### config.mk
export PLATFORM = sky130hd
export DESIGN_NAME = key_debounce_multi_flat
export DESIGN_NICKNAME = d
export VERILOG_FILES = /design/src/rtl/key_debounce_multi_if.sv /design/src/rtl/key_debounce_multi.sv /design/src/flat_wrapper.sv
export SDC_FILE = /design/constraint.sdc
export NUM_CORES = 1
export LEC_CHECK = 0
export CAP_MARGIN = 20
export CORE_MARGIN = 4
export CORE_UTILIZATION = 35
export CTS_CLUSTER_DIAMETER = 150
export CTS_CLUSTER_SIZE = 25
export DETAILED_ROUTE_END_ITERATION = 8
export GPL_TIMING_DRIVEN = 0
export MAX_ROUTING_LAYER = met4
export PLACE_DENSITY = 0.48
export SETUP_SLACK_MARGIN = 0.1
export SLEW_MARGIN = 20
export SYNTH_ARGS = -nofsm -noshare
export SYNTH_HDL_FRONTEND = slang
export SYNTH_SLANG_ARGS = --single-unit
### constraint.sdc
create_clock -name clk -period 2.17 [get_ports clk]
set_clock_uncertainty 0.15 [all_clocks]
set_input_delay 0.651 -clock clk [delete_from_list [all_inputs] [get_ports clk]]
set_output_delay 0.651 -clock clk [all_outputs]
set_load 0.05 [all_outputs]
### src/rtl/key_debounce_multi_if.sv
// key_debounce_multi_if: raw key levels in, debounced state and event pulses out.
interface key_debounce_multi_if #(
   parameter int N_KEYS = 4
);
   logic [N_KEYS-1:0] key_in;
   logic [N_KEYS-1:0] key_out;
   logic [N_KEYS-1:0] press_pulse;
   logic [N_KEYS-1:0] release_pulse;
   logic [N_KEYS-1:0] long_press;
   modport master (output key_in, input key_out, press_pulse, release_pulse, long_press);
   modport slave (input key_in, output key_out, press_pulse, release_pulse, long_press);
endinterface

### src/rtl/key_debounce_multi.sv
// key_debounce_multi: per-channel synchronise, debounce, press/release pulses and long-press detection.
module key_debounce_multi #(
   parameter int N_KEYS      = 4,
   parameter int SAMPLE_TIME = 4,
   parameter int LONG_TIME   = 1000000,
   parameter int CNT_W       = 22,
   parameter int ACTIVE_LOW  = 1
) (
   input  logic                   clk,
   input  logic                   rst_n,
   key_debounce_multi_if.slave    kb
);
   localparam logic REL = (ACTIVE_LOW != 0);
   logic [N_KEYS-1:0] sync1, sync2, s;
   // Synchronisers idle at the released raw level so reset never looks like a press.
   always_ff @(posedge clk or negedge rst_n) begin
      if (!rst_n) begin
         sync1 <= {N_KEYS{REL}};
         sync2 <= {N_KEYS{REL}};
         s     <= '0;
      end else begin
         sync1 <= kb.key_in;
         sync2 <= sync1;
         s     <= REL ? ~sync2 : sync2;
      end
   end
   for (genvar i = 0; i < N_KEYS; i++) begin : g_ch
      logic [CNT_W-1:0] db_cnt, hold_cnt;
      logic ko, pp, rp, lp, diff, hit;
      always_comb begin
         diff = s[i] ^ ko;
         hit  = diff && (db_cnt == CNT_W'(SAMPLE_TIME - 1));
      end
      always_ff @(posedge clk or negedge rst_n) begin
         if (!rst_n) begin
            db_cnt   <= '0;
            hold_cnt <= '0;
            ko       <= 1'b0;
            pp       <= 1'b0;
            rp       <= 1'b0;
            lp       <= 1'b0;
         end else begin
            db_cnt   <= (diff && !hit) ? db_cnt + 1'b1 : '0;
            ko       <= hit ? s[i] : ko;
            pp       <= hit && s[i];
            rp       <= hit && !s[i];
            hold_cnt <= !ko ? '0 : (hold_cnt == CNT_W'(LONG_TIME)) ? hold_cnt : hold_cnt + 1'b1;
            lp       <= ko && (hold_cnt == CNT_W'(LONG_TIME - 1));
         end
      end
      assign kb.key_out[i]       = ko;
      assign kb.press_pulse[i]   = pp;
      assign kb.release_pulse[i] = rp;
      assign kb.long_press[i]    = lp;
   end
endmodule

### src/flat_wrapper.sv
// flat-port wrapper written by rule: the top's interface ports become plain ports
module key_debounce_multi_flat 
#(
   parameter int N_KEYS      = 4,
   parameter int SAMPLE_TIME = 4,
   parameter int LONG_TIME   = 1000000,
   parameter int CNT_W       = 22,
   parameter int ACTIVE_LOW  = 1
)
  (clk, rst_n, kb_key_in, kb_key_out, kb_press_pulse, kb_release_pulse, kb_long_press);
  key_debounce_multi_if #(.N_KEYS(N_KEYS)) kb_i ();
  input  logic clk;
  input  logic rst_n;
  input wire logic [$bits(kb_i.key_in)-1:0] kb_key_in;
  output wire logic [$bits(kb_i.key_out)-1:0] kb_key_out;
  output wire logic [$bits(kb_i.press_pulse)-1:0] kb_press_pulse;
  output wire logic [$bits(kb_i.release_pulse)-1:0] kb_release_pulse;
  output wire logic [$bits(kb_i.long_press)-1:0] kb_long_press;
  assign kb_i.key_in = kb_key_in;
  assign kb_key_out = kb_i.key_out;
  assign kb_press_pulse = kb_i.press_pulse;
  assign kb_release_pulse = kb_i.release_pulse;
  assign kb_long_press = kb_i.long_press;
  key_debounce_multi #(.N_KEYS(N_KEYS), .SAMPLE_TIME(SAMPLE_TIME), .LONG_TIME(LONG_TIME), .CNT_W(CNT_W), .ACTIVE_LOW(ACTIVE_LOW)) u_core (.clk(clk), .rst_n(rst_n), .kb(kb_i));
endmodule
# Word-level counts from Yosys, hierarchy flattened

Cells that the tools add are included.

Eq/ne operators: 16
Add/sub/neg operators: 8
Bitwise gates (word level): 5
Reduce and logical (&&, ||, !) cells: 28
Muxes and demuxes: 12

Operators with widths:

| operator                                         | count |
|---|---|
| two-way mux 22 bit                               | 12 |
| adder 22 x 1 -> 22 bit (second input constant)   | 8 |
| == test 22 x 20 -> 1 bit (second input constant) | 8 |
| == test 22 x 2 -> 1 bit (second input constant)  | 4 |
| logical AND 1 bit                                | 20 |
| logical NOT 1 bit                                | 8 |
| inequality test 2 bit (second input constant)    | 4 |
| inverter 4 bit                                   | 1 |
| bitwise XOR 1 bit                                | 4 |

Output and inout bits: 16
Register bits after elaboration: 204
Word-level logic and storage cells: 96
Input bits: 6

# Depth between registers and ports, before layout

Depth after elaboration: 5
Mapped depth: 7
Mapped depth without buffers: 6

# Worst setup path before layout

No wires, ideal clock.

Kind: register -> register
Start: register u_core.g_ch[1].hold_cnt[15]
End: register u_core.g_ch[1].hold_cnt[2]
Data arrival time: 1.933 ns
Stages on the path, launching flop included: 6
Clock period less this slack: 2.202 ns
Path buffers: 0
Path slack: -0.032 ns
Library setup time: 0.119 ns
Data required time: 1.901 ns
Cell sequence: dfrtp_1 -> or4_1 -> or4_4 -> nor3_4 -> nor3_2 -> o21a_1

Cells in the longest elaborated chain, start to end: 2

Ends and longest elaborated chain:

| what                            | line                     | source |
|---|---|---|
| from (decl)                     | key_debounce_multi.sv:28 | `logic [CNT_W-1:0] db_cnt, hold_cnt;` |
| from (signal assigned)          | key_debounce_multi.sv:47 | `hold_cnt <= !ko ? '0 : (hold_cnt == CNT_W'(LONG_TIME)) ? hold_cnt : hold_cnt + 1'b1;` |
| == test 22 x 20 -> 1 bit        | key_debounce_multi.sv:47 |  |
| inequality test 2 bit (no line) | --                       |  |

No other way between the ends.
A chain may end at the register's enable or synchronous reset.

# Final worst setup path

Start: register u_core.g_ch[1].hold_cnt[13]
End: register u_core.g_ch[1].hold_cnt[1]

The elaborated chain is that of the path after synthesis.

==> summary.txt <==
Setup path
  – CP max FO: 5
  – Worst path top cell family by delay: simple AND/OR/NAND/NOR gates
  – Crit-path slowest cell: or4_4
  – FF-to-FF path depth: 6
  – Critical setup path kind: reg2reg
  – Startpoint types: flip-flop
  – Most frequent CP cell: or4_4
  – CP Data Required Time: 2.44 ns
  – Levels on crit path: 6
  – CP Cell Sequence: or4_4, or4_4, nor3_4, buf_4, nand2_2, o21ai_1
  – Crit-path max cell delay: 0.51 ns
  – Setup slack, reg-to-reg: 0.02 ns
  – Crit end category: flip-flop
  – CP arrival: 2.42 ns
  – CP Buf/Inv Count: 1

Placement
  – Number of port buffers: 21
  – Placed insts: 1399
  – Gpl congestion: 0.765
  – DP Wirelength: 13.0 mm

Logic synthesis
  – Ys async rst share: 100%
  – Post-Syn Area: 10000 um^2
  – Synth unique cells: 42
  – Mapped Cells: 998
  – Register area share after synthesis: 50.9%
  – Syn_nets: 1020
  – FF+latch count, synth: 204
  – Yosys Warn Count: 0
  – Post-synth top flop: dfrtp_1
  – Mean area per synthesized cell: 10.1 um^2
  – Post-synth EDFFs: 0

Pwr
  – Sequential Power Share: 49.1%
  – Sw frac: 32.1%
  – Net switching power: 2.81 mW
  – Gate power share: 22.7%
  – Clock power share: 28.2%
  – P_int: 5.96 mW
  – Worst VDD drop: 0.433 mV
  – Pwr dens: 759 nW/um^2
  – LEAKAGE: 5.06 nW

Global routing
  – Largest net degree at the start of global routing: 92
  – First-pass GRT wire length: 35.1 mm
  – Initial antenna violation count: 0
  – Global route total overflow: 0
  – Number of global-route vias before repair: 6992
  – Gr usage total: 13.4%

Clocking
  – Clock Latency Late Sink: 0.47 ns
  – H-tree depth: 1
  – CTS tree: done
  – Total CTS buffers: 12
  – Reg clk slew, reported paths: 0.11 ns
  – Buffer depth of the longest clock path: 3
  – Clock sinks: 204
  – Root Buffer: clkbuf_16

STA
  – Final Hold Vio Count: 0
  – Final min period: 2.15 ns
  – Final count of negative-setup-slack endpoints: 0
  – Final Max Tran Viols: 0
  – Hold slack final: 0.211 ns
  – Worst-Margin Slew: 0.483 ns
  – Setup TNS: 0 ns
  – Slew margin rel.: 67.8%
  – Fmax: 464 MHz
  – Fin crit share: 99.2%
  – RSZ-0062 raised after global routing: yes

Cells and area
  – Nets: 1080
  – Final std cells w/o fill: 1441
  – Syn-to-layout area delta: 15.1%
  – Filler cell count: 2758
  – Reg area: 5120 um^2
  – Share of cells above drive strength 1: 13.8%
  – ANT cells: 0
  – Footprint of the multi-input gates: 4800 um^2

Floorplanning
  – Core box area: 28100 um^2
  – Die Wd: 177 um
  – Row Count: 61
  – Die ar.: 31500 um^2
  – Starting Density: 35.8%
  – # IOs: 22
  – Die height: 177 um

Routing
  – Remaining DRCs: 0
  – Uppermost layer routed: met4
  – M1 WL: 10.5 mm
  – Vias: 7024
  – ANT nets after route: 0
  – Routed len/inst: 13.8 um
  – Met3 WL: 394 um
  – Met2 wire len: 8.75 mm
  – Vias/cell: 4.87
  – Initial drt markers: 386
  – Post-Route WL: 19.9 mm
  – First-pass DRT Iterations: 4

Outcome
  – Outcome: finished clean

Hold path
  – Hold Crit Class: reg2reg
  – Worst hold path stage count: 0

Flow run
  – Max Cap Violations: 0
## per-layer routing
layer / GRT usage, % / vias up
li1: - / 3525
met1: 19.8 / 3441
met2: 20.1 / 42
met3: 1.73 / 16
met4: 2.61 / 0
met5: - / -
## cell usage in the layout (no fill, tap or decap), drive strengths merged, types with 2 or more instances in the layout
cell type,Yosys,final
a21oi,3,3
clkbuf,26,39
nand3,80,80
a21boi,7,7
nand4,50,50
mux2,4,4
o21a,4,4
nor3b,9,9
mux2i,4,4
nand2,56,56
nor2b,13,13
and4,18,18
nor4b,6,6
dfrtp,196,196
and2,53,53
nor3,25,25
or2,3,3
xor2,85,85
xnor2,66,66
clkdlybuf4s50,0,4
nor4,31,31
nor2,128,128
inv,25,25
buf,17,64
nor4bb,2,2
or3,9,9
and3,29,29
or4,9,9
dfstp,8,8
ha,16,16
o21ai,10,10
## power by group through the flow
stage                     registers [mW]  clock network [mW]  logic [mW]
after global placement              4.38                   0        1.81
after detailed placement            4.37                   0        1.82
after CTS                           4.30                2.61        1.92
after global routing                4.35                2.73        2.24
final                               4.31                2.47        1.99
after floorplan                     4.30                   0        1.25
## per-stage QoR
stage          total power [mW]  setup slack [ns]  util (%)  instance area, um^2
6_report                   8.77            0.0163      41.2                11600
5_1_grt                    9.32           -0.0798      41.2                11600
4_1_cts                    8.83           -0.0101      40.2                11300
3_3_place_gp               6.19             -8.85      38.2                10700
2_1_floorplan              5.55            0.0913         -                10000
3_5_place_dp               6.19            -0.246      38.4                10800
## final timing paths
check,startpoint,end
max,u_core.g_ch[1].hold_cnt[13],u_core.g_ch[1].hold_cnt[1]
min,u_core.sync1[1],u_core.sync2[1]
max reg2reg,u_core.g_ch[1].hold_cnt[13],u_core.g_ch[1].hold_cnt[1]
min reg2reg,u_core.sync1[1],u_core.sync2[1]
max in group asynchronous,rst_n,u_core.g_ch[1].db_cnt[3]
min in group asynchronous,rst_n,u_core.g_ch[0].hold_cnt[2]
## logic make-up (layout without fill, tap and decap cells)
family | Yosys count | after routing | synth area share (%)
AND/OR/NAND/NOR | 523 | 523 | 27.8
flip-flops | 204 | 204 | 50.9
XOR/XNOR | 151 | 151 | 13.2
buffers and inverters | 69 | 134 | 3.51
AO/OA/AOI/OAI | 27 | 27 | 1.72
adder cells (fa/ha/maj) | 16 | 16 | 1.99
multiplexers | 8 | 8 | 0.847
## timing repair
item,4_1_cts,5_1_grt
pin swaps,10,14
endpoints found under the hold margin,42,0
setup buffers,12,10
endpoints found under the setup margin,118,101
resized for setup,116,61
cloned,0,0
hold buffers,1,0
## worst register-to-register path, cell delays in order (launching register included)
cell,delay [ns]
dfrtp_1,0.41
or4_4,0.51
or4_4,0.45
nor3_4,0.29
buf_4,0.18
nand2_2,0.04
o21ai_1,0.07
## final cells by class
class,count,area share [%]
plain buffers,44,2.68
repair buffers,46,3.34
multi-input cells,725,41.5
clock buffers,18,2.98
inverters,25,0.812
flip-flops and latches,204,44.3
clock inverters,1,0.260
well taps,378,4.09
## sequential cells by signal, indices dropped and copies added, names as in the netlist
signal	count
u_core.g_ch.db_cnt	88
u_core.g_ch.hold_cnt	88
u_core.g_ch.ko	4
u_core.g_ch.lp	4
u_core.g_ch.pp	4
u_core.g_ch.rp	4
u_core.s	4
u_core.sync1	4
u_core.sync2	4
## synth_stat cells (2+ instances only)
cell / number / share of area, %
o21a_1: 4 / 0.30
inv_1: 25 / 0.93
nor4bb_1: 2 / 0.20
xnor2_1: 66 / 5.8
nor4_1: 31 / 1.9
or2_2: 3 / 0.19
nor4b_1: 6 / 0.52
ha_1: 16 / 2.0
clkbuf_1: 25 / 0.93
nor3_1: 23 / 1.1
nand2_1: 56 / 2.1
nand3_1: 80 / 4.0
and2_1: 53 / 3.3
and3_1: 29 / 1.8
mux2i_1: 4 / 0.40
nor2b_1: 13 / 0.81
o21ai_0: 10 / 0.50
nand4_1: 50 / 3.1
dfstp_2: 8 / 2.1
or3_1: 8 / 0.50
dfrtp_1: 196 / 49
buf_4: 17 / 1.3
a21boi_0: 6 / 0.45
xor2_1: 85 / 7.4
and4_1: 18 / 1.6
or4_1: 8 / 0.60
a21oi_1: 3 / 0.15
nor3b_1: 9 / 0.67
nor2_1: 128 / 4.8
mux2_2: 4 / 0.45
Note: power is estimated with default switching activity, not from simulation.
